===== src/rtl/chess_pkg.sv =====
// chess_pkg: piece encodings, descriptor codes and shared types for the move decoder
package chess_pkg;
  localparam logic [4:0] T_PAWN = 5'b00010, T_KNIGHT = 5'b00001, T_KING = 5'b00100;
  localparam logic [4:0] T_QUEEN = 5'b11000, T_ROOK = 5'b10000, T_BISHOP = 5'b01000;
  localparam logic [5:0] M_PAWN = 6'b000001, M_ROOK = 6'b000010, M_KNIGHT = 6'b000100;
  localparam logic [5:0] M_BISHOP = 6'b001000, M_QUEEN = 6'b010000, M_KING = 6'b100000;
  localparam logic [2:0] C_NONE = 3'b001, C_QUEEN = 3'b010, C_KING = 3'b100;
  localparam logic [4:0] EP_NONE = 5'b00001, EP_UL = 5'b00010, EP_UR = 5'b00100;
  localparam logic [4:0] EP_DL = 5'b01000, EP_DR = 5'b10000;
  typedef enum logic [2:0] {IDLE, SCAN, DRAIN, RESOLVE, DONE} state_e;
  typedef struct packed {
    logic [63:0] init;
    logic [63:0] moved;
    logic [5:0]  moving;
    logic [5:0]  captured;
    logic [2:0]  castling;
    logic [4:0]  enpassant;
    logic        err;
  } desc_t;
  localparam desc_t DESC_RST = '{init: '0, moved: '0, moving: '0, captured: '0,
                                 castling: C_NONE, enpassant: EP_NONE, err: 1'b0};
  typedef struct packed {
    logic [2:0]      n_vac, n_arr, n_ep, n_err;
    logic [1:0][5:0] vsq, asq;
    logic [1:0][4:0] vty, aty;
    logic            a_empty;
    logic [4:0]      cap;
    logic [2:0]      erk;
    logic [4:0]      ety;
  } acc_t;
  function automatic logic [5:0] type_onehot(input logic [4:0] t);
    return t == T_PAWN   ? M_PAWN   :
           t == T_ROOK   ? M_ROOK   :
           t == T_KNIGHT ? M_KNIGHT :
           t == T_BISHOP ? M_BISHOP :
           t == T_QUEEN  ? M_QUEEN  :
           t == T_KING   ? M_KING   : 6'd0;
  endfunction
  function automatic logic [2:0] sat_inc(input logic [2:0] n);
    return n == 3'd7 ? n : n + 3'd1;
  endfunction
endpackage


===== src/rtl/board_move_decoder_if.sv =====
// board_move_decoder_if: move descriptor valid/ready bus
interface board_move_decoder_if;
  logic        out_valid, out_ready;
  logic [63:0] initialPosition, movedPosition;
  logic [5:0]  movingPiece, capturedPiece;
  logic [2:0]  castling;
  logic [4:0]  enpassant;
  logic        decode_error;
  modport master(output out_valid, initialPosition, movedPosition, movingPiece, capturedPiece,
                 castling, enpassant, decode_error, input out_ready);
  modport slave(input out_valid, initialPosition, movedPosition, movingPiece, capturedPiece,
                castling, enpassant, decode_error, output out_ready);
endinterface


===== src/rtl/board_move_decoder_square_classifier.sv =====
// square_classifier: classifies one square's before/after difference from the mover's view
module square_classifier (
  input  logic [5:0] before_piece,
  input  logic [5:0] after_piece,
  input  logic       color,
  output logic       vacated,
  output logic       arrival,
  output logic       capture,
  output logic       ep_victim,
  output logic       err,
  output logic [4:0] ptype
);
  logic own_b, own_a, opp_b, diff;
  always_comb begin
    own_b = |before_piece && before_piece[5] == color;
    own_a = |after_piece && after_piece[5] == color;
    opp_b = |before_piece && before_piece[5] != color;
    diff = before_piece != after_piece;
    vacated = own_b && diff;
    arrival = own_a && diff;
    capture = arrival && opp_b;
    ep_victim = opp_b && after_piece == 6'd0;
    err = diff && !vacated && !arrival && !ep_victim;
    ptype = before_piece[4:0];
  end
endmodule


===== src/rtl/board_move_decoder.sv =====
// board_move_decoder: scans before/after boards and recovers the move descriptor
module board_move_decoder
  import chess_pkg::*;
#(
  parameter int READ_LATENCY = 1
) (
  input  logic                        clk,
  input  logic                        reset,
  input  logic                        color_type,
  input  logic                        start,
  output logic                        busy,
  output logic                        rd_en,
  output logic [5:0]                  rd_addr,
  input  logic [5:0]                  before_piece,
  input  logic [5:0]                  after_piece,
  board_move_decoder_if.master        mo
);
  state_e state_q, state_d;
  logic [5:0] addr_q, addr_d, sq_q, sq_d, kos, kds, ros, rds;
  logic [READ_LATENCY-1:0] vld_q, vld_d;
  logic color_q, color_d, accept, smp, kv, ka, normal, castle, ep, up, left;
  logic vac, arr, cap, epv, err;
  logic [4:0] ptype;
  acc_t acc_q, acc_d;
  desc_t desc_q, desc_d;
  square_classifier u_cls (
    .before_piece(before_piece), .after_piece(after_piece), .color(color_q),
    .vacated(vac), .arrival(arr), .capture(cap), .ep_victim(epv), .err(err), .ptype(ptype)
  );
  always_ff @(posedge clk) begin
    if (reset) state_q <= IDLE;
    else state_q <= state_d;
  end
  always_comb begin
    accept = start && (state_q == IDLE || (state_q == DONE && mo.out_ready));
    state_d = state_q == IDLE    ? (accept ? SCAN : IDLE) :
              state_q == SCAN    ? (addr_q == 6'd63 ? DRAIN : SCAN) :
              state_q == DRAIN   ? (addr_q == 6'(READ_LATENCY - 1) ? RESOLVE : DRAIN) :
              state_q == RESOLVE ? DONE :
              mo.out_ready       ? (accept ? SCAN : IDLE) : DONE;
  end
  always_comb begin
    busy = state_q != IDLE;
    rd_en = state_q == SCAN;
    mo.out_valid = state_q == DONE;
  end
  assign rd_addr = addr_q;
  assign smp = vld_q[READ_LATENCY-1];
  always_comb begin
    addr_d = (state_q == SCAN || (state_q == DRAIN && state_d == DRAIN)) ? addr_q + 6'd1 : 6'd0;
    vld_d = vld_q << 1;
    vld_d[0] = rd_en;
    sq_d = accept ? 6'd0 : smp ? sq_q + 6'd1 : sq_q;
    color_d = accept ? color_type : color_q;
  end
  // read data returns in address order, so sq_q names the square currently on the bus
  always_comb begin
    acc_d = acc_q;
    if (accept) acc_d = '0;
    else if (smp) begin
      if (vac && acc_q.n_vac < 3'd2) begin
        acc_d.vsq[acc_q.n_vac[0]] = sq_q;
        acc_d.vty[acc_q.n_vac[0]] = ptype;
      end
      if (arr && acc_q.n_arr < 3'd2) begin
        acc_d.asq[acc_q.n_arr[0]] = sq_q;
        acc_d.aty[acc_q.n_arr[0]] = after_piece[4:0];
      end
      if (arr && acc_q.n_arr == 3'd0) acc_d.a_empty = before_piece == 6'd0;
      if (cap) acc_d.cap = ptype;
      if (epv) begin
        acc_d.erk = sq_q[5:3];
        acc_d.ety = ptype;
      end
      acc_d.n_vac = vac ? sat_inc(acc_q.n_vac) : acc_q.n_vac;
      acc_d.n_arr = arr ? sat_inc(acc_q.n_arr) : acc_q.n_arr;
      acc_d.n_ep = epv ? sat_inc(acc_q.n_ep) : acc_q.n_ep;
      acc_d.n_err = err ? sat_inc(acc_q.n_err) : acc_q.n_err;
    end
  end
  assign kv = acc_q.vty[0] != T_KING;
  assign ka = acc_q.aty[0] != T_KING;
  assign kos = acc_q.vsq[kv];
  assign ros = acc_q.vsq[~kv];
  assign kds = acc_q.asq[ka];
  assign rds = acc_q.asq[~ka];
  assign up = acc_q.asq[0][5:3] > acc_q.vsq[0][5:3];
  assign left = acc_q.asq[0][2:0] < acc_q.vsq[0][2:0];
  always_comb begin
    normal = acc_q.n_vac == 3'd1 && acc_q.n_arr == 3'd1 && acc_q.n_ep == 3'd0 && acc_q.n_err == 3'd0;
    castle = acc_q.n_vac == 3'd2 && acc_q.n_arr == 3'd2 && acc_q.n_ep == 3'd0 && acc_q.n_err == 3'd0 &&
             acc_q.cap == 5'd0 && acc_q.vty[kv] == T_KING && acc_q.vty[~kv] == T_ROOK &&
             acc_q.aty[ka] == T_KING && acc_q.aty[~ka] == T_ROOK &&
             ros[5:3] == kos[5:3] && kds[5:3] == kos[5:3] && rds[5:3] == kos[5:3];
    ep = acc_q.n_vac == 3'd1 && acc_q.n_arr == 3'd1 && acc_q.n_ep == 3'd1 && acc_q.n_err == 3'd0 &&
         acc_q.vty[0] == T_PAWN && acc_q.a_empty && acc_q.ety == T_PAWN &&
         acc_q.erk == acc_q.vsq[0][5:3];
    desc_d = desc_q;
    if (state_q == RESOLVE) begin
      desc_d.init = normal || ep ? 64'd1 << acc_q.vsq[0] : castle ? 64'd1 << kos : 64'd0;
      desc_d.moved = normal || ep ? 64'd1 << acc_q.asq[0] : castle ? 64'd1 << kds : 64'd0;
      desc_d.moving = normal || ep ? type_onehot(acc_q.vty[0]) : castle ? M_KING : 6'd0;
      desc_d.captured = normal ? type_onehot(acc_q.cap) : ep ? M_PAWN : 6'd0;
      desc_d.castling = castle ? (kds[2:0] > kos[2:0] ? C_KING : C_QUEEN) : C_NONE;
      desc_d.enpassant = ep ? (up ? (left ? EP_UL : EP_UR) : (left ? EP_DL : EP_DR)) : EP_NONE;
      desc_d.err = !(normal || castle || ep);
    end
  end
  always_ff @(posedge clk) begin
    if (reset) begin
      addr_q <= '0;
      vld_q <= '0;
      sq_q <= '0;
      color_q <= 1'b0;
      acc_q <= '0;
      desc_q <= DESC_RST;
    end else begin
      addr_q <= addr_d;
      vld_q <= vld_d;
      sq_q <= sq_d;
      color_q <= color_d;
      acc_q <= acc_d;
      desc_q <= desc_d;
    end
  end
  assign mo.initialPosition = desc_q.init;
  assign mo.movedPosition = desc_q.moved;
  assign mo.movingPiece = desc_q.moving;
  assign mo.capturedPiece = desc_q.captured;
  assign mo.castling = desc_q.castling;
  assign mo.enpassant = desc_q.enpassant;
  assign mo.decode_error = desc_q.err;
endmodule


===== src/flat_wrapper.sv =====
// flat-port wrapper written by rule: the top's interface ports become plain ports
module board_move_decoder_flat import chess_pkg::*;
#(
  parameter int READ_LATENCY = 1
)
  (clk, reset, color_type, start, busy, rd_en, rd_addr, before_piece, after_piece, mo_out_valid, mo_initialPosition, mo_movedPosition, mo_movingPiece, mo_capturedPiece, mo_castling, mo_enpassant, mo_decode_error, mo_out_ready);
  board_move_decoder_if mo_i ();
  input  logic clk;
  input  logic reset;
  input  logic color_type;
  input  logic start;
  output logic busy;
  output logic rd_en;
  output logic [5:0] rd_addr;
  input  logic [5:0] before_piece;
  input  logic [5:0] after_piece;
  output wire logic [$bits(mo_i.out_valid)-1:0] mo_out_valid;
  output wire logic [$bits(mo_i.initialPosition)-1:0] mo_initialPosition;
  output wire logic [$bits(mo_i.movedPosition)-1:0] mo_movedPosition;
  output wire logic [$bits(mo_i.movingPiece)-1:0] mo_movingPiece;
  output wire logic [$bits(mo_i.capturedPiece)-1:0] mo_capturedPiece;
  output wire logic [$bits(mo_i.castling)-1:0] mo_castling;
  output wire logic [$bits(mo_i.enpassant)-1:0] mo_enpassant;
  output wire logic [$bits(mo_i.decode_error)-1:0] mo_decode_error;
  input wire logic [$bits(mo_i.out_ready)-1:0] mo_out_ready;
  assign mo_out_valid = mo_i.out_valid;
  assign mo_initialPosition = mo_i.initialPosition;
  assign mo_movedPosition = mo_i.movedPosition;
  assign mo_movingPiece = mo_i.movingPiece;
  assign mo_capturedPiece = mo_i.capturedPiece;
  assign mo_castling = mo_i.castling;
  assign mo_enpassant = mo_i.enpassant;
  assign mo_decode_error = mo_i.decode_error;
  assign mo_i.out_ready = mo_out_ready;
  board_move_decoder #(.READ_LATENCY(READ_LATENCY)) u_core (.clk(clk), .reset(reset), .color_type(color_type), .start(start), .busy(busy), .rd_en(rd_en), .rd_addr(rd_addr), .before_piece(before_piece), .after_piece(after_piece), .mo(mo_i));
endmodule

===== config.mk =====
export PLATFORM = sky130hd
export DESIGN_NAME = board_move_decoder_flat
export DESIGN_NICKNAME = d
export VERILOG_FILES = /design/src/rtl/chess_pkg.sv /design/src/rtl/board_move_decoder_if.sv /design/src/rtl/board_move_decoder_square_classifier.sv /design/src/rtl/board_move_decoder.sv /design/src/flat_wrapper.sv
export SDC_FILE = /design/constraint.sdc
export NUM_CORES = 1
export LEC_CHECK = 0
export CAP_MARGIN = 20
export CELL_PAD_IN_SITES_DETAIL_PLACEMENT = 1
export CELL_PAD_IN_SITES_GLOBAL_PLACEMENT = 1
export CORE_MARGIN = 1
export CORE_UTILIZATION = 49
export CTS_BUF_LIST = sky130_fd_sc_hd__clkbuf_2
export DETAILED_ROUTE_END_ITERATION = 8
export DONT_BUFFER_PORTS = 1
export MAX_ROUTING_LAYER = met4
export PLACE_DENSITY = 0.87
export SYNTH_ARGS = -nofsm -noshare
export SYNTH_HDL_FRONTEND = slang
export SYNTH_SLANG_ARGS = --single-unit

===== constraint.sdc =====
create_clock -name clk -period 3.15 [get_ports clk]
set_clock_uncertainty 0.1 [all_clocks]
set_input_delay 0.63 -clock clk [delete_from_list [all_inputs] [get_ports clk]]
set_output_delay 0.63 -clock clk [all_outputs]
set_load 0.005 [all_outputs]

; Yosys cells after proc, flatten, opt, wreduce, memory -nomap -nowiden
; Index checks and enable logic that the tools add are counted.
[totals]
output_inout_bits = 158
input_bits = 17
ff_bits = 236
wordCells = 231
[op_classes]
muxes = 62
order_cmp = 13
n_addsub = 6
n_shift = 4
n_bitwise = 7
n_reduce_logical = 69
eq_ne = 42
[ops]
columns = cell, count
row1 = 64-bit two-way mux, 4
row2 = "1-bit by 6-bit left shift with 64-bit output, first input constant", 4
row3 = 6-bit two-way mux, 25
row4 = 5-bit two-way mux, 13
row5 = 1-bit logical AND, 38
row6 = "5-bit == test, second input constant", 6
row7 = 12-bit bitwise mux, 2
row8 = 3-bit two-way mux, 8
row9 = 10-bit bitwise mux, 2
row10 = "5-bit by 3-bit == test with 1-bit output, second input constant", 4
row11 = 6-bit zero test, 3
row12 = "3-bit by 2-bit == test with 1-bit output, second input constant", 5
row13 = "3-bit == test, second input constant", 5
row14 = "5-bit by 2-bit == test with 1-bit output, second input constant", 3
row15 = "3-bit by 1-bit adder with 3-bit output, second input constant", 4
row16 = "6-bit by 1-bit adder with 6-bit output, second input constant", 2
row17 = 6-bit demux with 1-bit select, 2
row18 = "3-bit by 1-bit == test with 1-bit output, second input constant", 4
row19 = 3-bit == test, 4
row20 = 3-bit zero test, 4
row21 = "1-bit by 2-bit less-than comparator with 1-bit output, second input constant", 6
row22 = 3-bit AND reduction, 4
row23 = 6-bit OR reduction, 2
row24 = 5-bit demux with 1-bit select, 2
row25 = 20 further kinds, 47

; Depth between registers and ports, before layout
[logic_depth]
depth_word = 15
ltp_mapped = 12
mapped_depth_nobuf = 11

; By module
; From an unflattened synthesis, not the netlist that was laid out.
[unflattened]
hier_cells = 1432
hier_area_um2 = 12107.9
[by_module_without_submodules]
columns = module, n_inst, seq_area_each_um2, cells_per_inst, area_each_um2
row1 = board_move_decoder, 1, 4724.5, 1398, 11856.4
row2 = square_classifier, 1, 0.0, 34, 251.5

; Worst setup path after synthesis
; Ideal clock, no wire load.
[synth_path]
path_type = register -> register
startpoint = reg u_core.acc_q[58] in the netlist's numbering
endpoint = reg u_core.desc_q (netlist bit u_core.mo.movedPosition[2])
path_stages_with_launch = 12
arrival_time_ps = 2639
slack_ps = 336
n_path_buf = 3
required_ps = 2976
synth_period_minus_slack_ps = 2814
setup_ps = 74
cell_sequence = dfxtp_1 -> inv_1 -> ha_1 -> or3b_2 -> nor3_1 -> a31o_1 -> buf_2 -> buf_2 -> buf_2 -> nand4_1 -> a211o_1 -> a31oi_1
[synth_via]
elab_chain_len = 12
[synth_rtl]
columns = item, line_no
row1 = from (decl), board_move_decoder.sv:24  ; acc_t acc_q, acc_d;
row2 = from (signal assigned), board_move_decoder.sv:115  ; acc_q <= '0;
row3 = from (signal assigned), board_move_decoder.sv:122  ; acc_q <= acc_d;
row4 = 3-bit zero test (*), "board_move_decoder.sv:90, board_move_decoder.sv:91, board_move_decoder.sv:95"
row5 = 1-bit logical AND (2 in a row), board_move_decoder.sv:91  ; castle = acc_q.n_vac == 3'd2 && acc_q.n_arr == 3'd2 && acc_q.n_ep == 3'd0 && acc_q.n_err == 3'd0 &&
row6 = 1-bit logical AND (3 in a row), board_move_decoder.sv:92  ; acc_q.cap == 5'd0 && acc_q.vty[kv] == T_KING && acc_q.vty[~kv] == T_ROOK &&
row7 = 1-bit logical AND (2 in a row), board_move_decoder.sv:93  ; acc_q.aty[ka] == T_KING && acc_q.aty[~ka] == T_ROOK &&
row8 = 1-bit logical AND (2 in a row), board_move_decoder.sv:94  ; ros[5:3] == kos[5:3] && kds[5:3] == kos[5:3] && rds[5:3] == kos[5:3];
row9 = 64-bit two-way mux, board_move_decoder.sv:101  ; desc_d.moved = normal || ep ? 64'd1 << acc_q.asq[0] : castle ? 64'd1 << kds : 64'd0;
row10 = 64-bit two-way mux (*), board_move_decoder.sv:101
row11 = to (signal assigned), board_move_decoder.sv:123  ; desc_q <= desc_d;
row12 = to (decl), board_move_decoder.sv:25  ; desc_t desc_q, desc_d;
; Every way passes the cells marked *; elsewhere a longest branch is shown, timed or not.
; A chain may end at the register's enable or synchronous reset.

; Worst setup path in the final report
[layout_path]
startpoint = reg u_core.acc_q[59] in the netlist's numbering
endpoint = reg u_core.desc_q (netlist bit u_core.mo.movedPosition[58])
; Same word-level chain as after synthesis.

==> results.ini <==
[status]
status=complete, no violations

[clock_network]
clock_sinks=236
clk_pin_slew_ns=0.10
numCtsBuffers=61
clock_path_buffers=3
clk_latency_ns=0.92
clock-root-buffer=clkbuf_2
cts_tree=done
cts_max_level=2

[worst_hold_path]
min_from=reset
min_to=u_core.mo.capturedPiece[1]
hold_path_depth=2
hp-class=in2reg

[die]
die_y_um=158
fp.dieArea_mm2=0.0251
ioPinCount=175
initial_core_util_pct=50.5
num_rows=56
die_x_um=158
core-area_mm2=0.0238

[logic_synthesis]
synth_largest_area_cell=dfxtp_1
synth_cell_type_count=68
netlist_area_mm2=0.0120
synthFlopType=dfxtp_1
synth_area_per_cell_um2=8.25
ys_seq_area_share_pct=39.4
synth-seq-cells=236
synth_edf_count=0
ys_async_sr_fraction_pct=0
synth_area_leaders=dfxtp_1, nor2_1, a211oi_1
syn-num-nets=1495
synth_top_area_share_pct=39.4
synthCells=1453
ys.warnings.count=0

[route]
ant_nets=0
vias=12000
viasPerCell=6.61
drt_iter0_markers=873
drt-total-wl_mm=43.2
drcViolationCount=0
drtPass1Iterations=4
wl_per_cell_um=23.7

[grt]
grt_max_degree=156
grt_pass1_wl_mm=64.6
grt_pass1_vias=12000
track_usage_pct=33.6
overflow=0
antenna_found_initial=1

[sta]
finalSetupViolCount=0
fin_setup_tns_ns=0
rsz0062_at_grt=yes
hold_violations=0
slew_viol_final=0
worst_slew_pin_slew_ns=0.857
relSlewSlack_pct=42.7
max_freq_ghz=0.319
fin_crit_sh_pct=99.4
whs_ns=0.0279
fin_crit_ns=3.13

[setup_path]
reg2reg_from=u_core.acc_q[59]
start_kind=flop
worstPathArrival_ns=3.82
crit_required_ns=3.84
path_class=reg2reg
path_max_fanout=6
end_kind=flop
r2r_end=u_core.mo.movedPosition[58]
regToRegSetupSlack_ns=0.02
reg2reg_depth=10

[power_and_ir_drop]
powerDensity_mw_per_mm2=397
power_switching_uw=1420
seq_power_share_pct=57.0
p_int_uw=3860
pwr-share-clk_pct=39.3
p_total_uw=5280
total_leakage_power_uw=0.00475
power_frac_comb_pct=3.7
vdd_drop_max_uv=450
netSwitchingFraction_pct=26.9

[flow_run]
cap_violations=0

[placed_design]
dp_hpwl_mm=27.7
dpl.cell_count=1702
globalplace.congestion=0.870
dpl_cell_area_mm2=0.0125
portBuffers=0

[layout]
syn_to_final_growth_pct=10.9
nFillCells=2845
stdcell_count=1821
final_nets=1508
postLayoutCellArea_mm2=0.0133
drive_gt1_share_pct=13.3

per-stage QoR:
step                utilization [%]  setup WS, ns
finish                         56.0        0.0196
detailed placement             52.6         0.154
global placement               52.6         0.288
global route                   56.0        -0.139
CTS                            55.4        0.0162
floorplan                         -         0.336
power by group through the flow:
| stage | logic [uW] | registers, uW | clock network (uW) |
|---|---|---|---|
| floorplan | 132 | 3070 | 0 |
| global placement | 129 | 3070 | 0 |
| detailed placement | 134 | 3080 | 0 |
| CTS | 189 | 3010 | 2100 |
| global route | 207 | 3010 | 2260 |
| finish | 195 | 3010 | 2070 |
area by class of cell:
class	instances	area [um2]	area share, %
clock inverters	12	75.1	0.565
well taps	319	399	3.00
multi-input cells	1055	6750	50.8
repair buffers	85	812	6.11
flip-flops and latches	236	4730	35.6
diodes	1	2.50	0.0188
inverters	27	101	0.762
clock buffers	86	430	3.24
cell usage in the layout, fill, tap and decap left out, drive strengths merged, types with 6 or more instances in the layout:
| cell | synthesis | final |
|---|---|---|
| nor2 | 241 | 241 |
| dfxtp | 236 | 236 |
| a21oi | 135 | 135 |
| nand4 | 121 | 121 |
| a211oi | 119 | 119 |
| clkbuf | 100 | 87 |
| buf | 35 | 71 |
| mux2i | 69 | 69 |
| nor4 | 32 | 32 |
| nand2 | 28 | 28 |
| nor3 | 27 | 27 |
| ha | 25 | 25 |
| inv | 25 | 25 |
| a21boi | 23 | 23 |
| o21bai | 22 | 22 |
| nand3 | 19 | 19 |
| xnor2 | 18 | 18 |
| a31oi | 17 | 17 |
| dlygate4sd3 | 0 | 13 |
| clkinv | 2 | 12 |
| a211o | 12 | 12 |
| o21ai | 12 | 12 |
| nand2b | 11 | 11 |
| and3 | 11 | 11 |
| nor3b | 11 | 11 |
| and4 | 10 | 10 |
| xor2 | 9 | 9 |
| and2 | 8 | 8 |
| nor2b | 7 | 7 |
| or3 | 6 | 6 |
state kept, by name, summed over array words and instances (netlist names):
name	cells
u_core.mo.movingPiece	6
u_core.mo.decode_error	1
u_core.mo.enpassant	5
u_core.smp	1
u_core.state_q	3
u_core.mo.castling	3
u_core.mo.movedPosition	64
u_core.mo.capturedPiece	6
u_core.sq_q	6
u_core.mo.initialPosition	64
u_core.rd_addr	6
u_core.color_q	1
u_core.acc_q	70
cell usage after synthesis (all sizes together), types with 7 or more instances:
library cell  number
nor3              27
nor2b              7
a21oi            135
mux2i             69
xor2               9
o21ai             12
and3              11
buf               35
nand3             19
nor4              32
and4              10
nand2             28
clkbuf           100
nor2             241
xnor2             18
ha                25
dfxtp            236
o21bai            22
nor3b             11
nand4            121
a211oi           119
nand2b            11
and2               8
inv               25
a211o             12
a21boi            23
a31oi             17
timing repair:
action                                  4_1_cts  5_1_grt
endpoints found under the hold margin       191        0
hold buffers                                 14        0
endpoints found under the setup margin        0      132
resized for setup                             0       23
buffers inserted                              0        3
how the worst max path moves through the flow:
stage	from	endpoint	slack, ns	cells past startpoint
global placement	u_core.acc_q[10]	u_core.mo.movedPosition[37]	0.29	8
CTS	u_core.acc_q[58]	u_core.mo.movedPosition[37]	0.02	10
finish	u_core.acc_q[59]	u_core.mo.movedPosition[58]	0.02	10
detailed placement	u_core.acc_q[61]	u_core.mo.movedPosition[37]	0.15	10
floorplan	u_core.acc_q[58]	u_core.mo.movedPosition[2]	0.34	11
global route	u_core.acc_q[28]	u_core.mo.movedPosition[58]	-0.14	8
kinds of logic after synthesis:
logic type / Yosys count / share of synthesized area (%)
AND/OR/NAND/NOR: 558 / 24.1
adder cells (fa/ha/maj): 25 / 2.61
XOR/XNOR: 27 / 1.97
buffers and inverters: 162 / 5.27
multiplexers: 70 / 5.85
AO/OA/AOI/OAI: 375 / 20.8
flip-flops: 236 / 39.4
critical path: stages, from the launching register on:
cell and delay (ns):
dfxtp_1 0.35, inv_1 0.10, ha_2 0.21, nor4bb_4 0.30
o2111ai_2 0.19, or4_4 0.48, a2111oi_4 0.41, buf_4 0.19
buf_4 0.13, nand4_1 0.23, a211oi_1 0.33
metal layers:
| metal | up-vias | global-route usage (%) | share of wire, % |
|---|---|---|---|
| met5 | - | - | 0 |
| met4 | 0 | 14.9 | 3.4 |
| met2 | 559 | 55.8 | 49 |
| met3 | 116 | 9.06 | 9.5 |
| li1 | 5435 | - | - |
| met1 | 5919 | 37.9 | 38 |
Power figures use the tool's default switching activity.
==> RTL edit (config.mk and constraints unchanged) <==
Reset style: asynchronous (`reset`), changed in 2 clocked blocks.
--- a/src/rtl/board_move_decoder.sv
+++ b/src/rtl/board_move_decoder.sv
@@ -29,3 +29,3 @@
   );
-  always_ff @(posedge clk) begin
+  always_ff @(posedge clk or posedge reset) begin
     if (reset) state_q <= IDLE;
@@ -108,3 +108,3 @@
   end
-  always_ff @(posedge clk) begin
+  always_ff @(posedge clk or posedge reset) begin
     if (reset) begin
Function: differs if reset is asserted again (counterexample within 4 cycles, from zero or initial values and one cycle with reset high); with reset held inactive, the same outputs for 10 cycles.
==> RTL edit against the original RTL <==
- cell area is 6.5% lower
- worst setup slack gained 0.21 ns
- wire length is 18% lower
- cell count fell by 20%
- sequential cell count unchanged
- synthesized area is 5.3% lower
- fmax grew 7.2%
- critical path type unchanged
Power is not compared: it rests on default switching activity, and its combinational part moved more than twofold at a synthesized area within 25%.
==> RTL edit: results (changes against the original RTL) <==
[cells_and_area]
nets = 1171  ; -22%

[critical_path]
r2r_cells = 8  ; -2
critical_path.max_fanout = 10  ; +4
cp.arrival_ns = 3.59  ; -0.23 ns
ff2ff_setup_slack_ns = 0.23  ; +0.21 ns
rr_endpoint = u_core.mo.movedPosition[56]

[synthesis]
ys_seq_area_frac = 0.520  ; +0.126
synthAdderAreaFrac = 0.0275  ; +0.00145
syn_nets = 1125  ; -25%
synth_compound_area_frac = 0.221  ; +0.0124
synth.most_common_cell = dfrtp_1
synthArstFlopShare = 1.00  ; +1.00
synthTopCellsByCount = 234 x dfrtp_1, 124 x a22oi_1, 95 x o21ai_0
yosysTopAreaCellShare = 0.516  ; +0.122
synthDistinctLibCells = 72  ; +5.9%

[global_route]
grt_pass1_vias = 9899  ; -17%
grt_pass1_wl_um = 56600  ; -12%

[min_path]
worstHoldPathCells = 3  ; +1
hold_start = before_piece[5]

[drt]
detail_route.first_pass.iterations = 5  ; +1

[status]
outcome = finished clean

[clock_tree]
numCtsBuffers = 59  ; -3.3%
insertion_delay_ns = 0.86  ; -0.06 ns

[placement]
gp_congestion = 0.846  ; -2.7%
place_area_um2 = 11800  ; -5.8%

[sta]
tightest_slew_ns = 1.03  ; +0.172 ns

## RTL edit: cell count changes after synthesis, sizes merged, moves of 116 or more
| cell | change |
|---|---|
| a211oi | -116 |
| a22oi | +119 |
| o21ai | +135 |
| nor2 | -176 |
| dfxtp | -236 |
| dfrtp | +234 |
## RTL edit: tightest hold or removal path: cells and delay by family
family / cells / cell delay (ns)
AOI/OAI and AO/OA: 1 / 0.21
and+or+nand+nor: 2 / 0.18
## RTL edit: per-layer routing
layer	part of all wire	GRT usage
met2	0.50	0.506
met5	0	-
met4	0.025	0.117
met3	0.075	0.0644
met1	0.40	0.389
## RTL edit: cell type report
class	instances	area (um2)	share of cell area
inverters	24	93.8	0.00755
multi-input cells	751	5050	0.406
well taps	285	357	0.0287
clock buffers	84	420	0.0338
clock inverters	19	103	0.00825
flip-flops and latches	236	5910	0.475
repair buffers	57	500	0.0403
diodes	1	2.50	0.000201
## RTL edit: cell families (layout without fill, tap and decap cells)
kind of cell             Yosys count  count (layout)
buffers and inverters             96             184
AO/OA/AOI/OAI                    377             377
multiplexers                      23              23
adder cells (fa/ha/maj)           25              25
other                              0               1
AND/OR/NAND/NOR                  299             299
flip-flops                       236             236
XOR/XNOR                          27              27
## RTL edit: what timing repair did
action | CTS | global route
hold buffers | 14 | 0
endpoints found under the setup margin | 0 | 0
endpoints found under the hold margin | 50 | 0
resized for setup | 0 | 0
## RTL edit: where the power goes
part / total, mW / switching (mW) / internal [mW]
registers: 4.44 / 0.893 / 3.55
logic: 2.75 / 1.55 / 1.20
clock network: 2.06 / 1.26 / 0.798
## RTL edit: stage by stage
step,hold slack (ns),std cells
after global routing,0.0569,1457
after detailed placement,0.393,1339
after floorplan,0.363,1083
final,0.0976,1457
after CTS,0.00515,1456
after global placement,0.385,1339
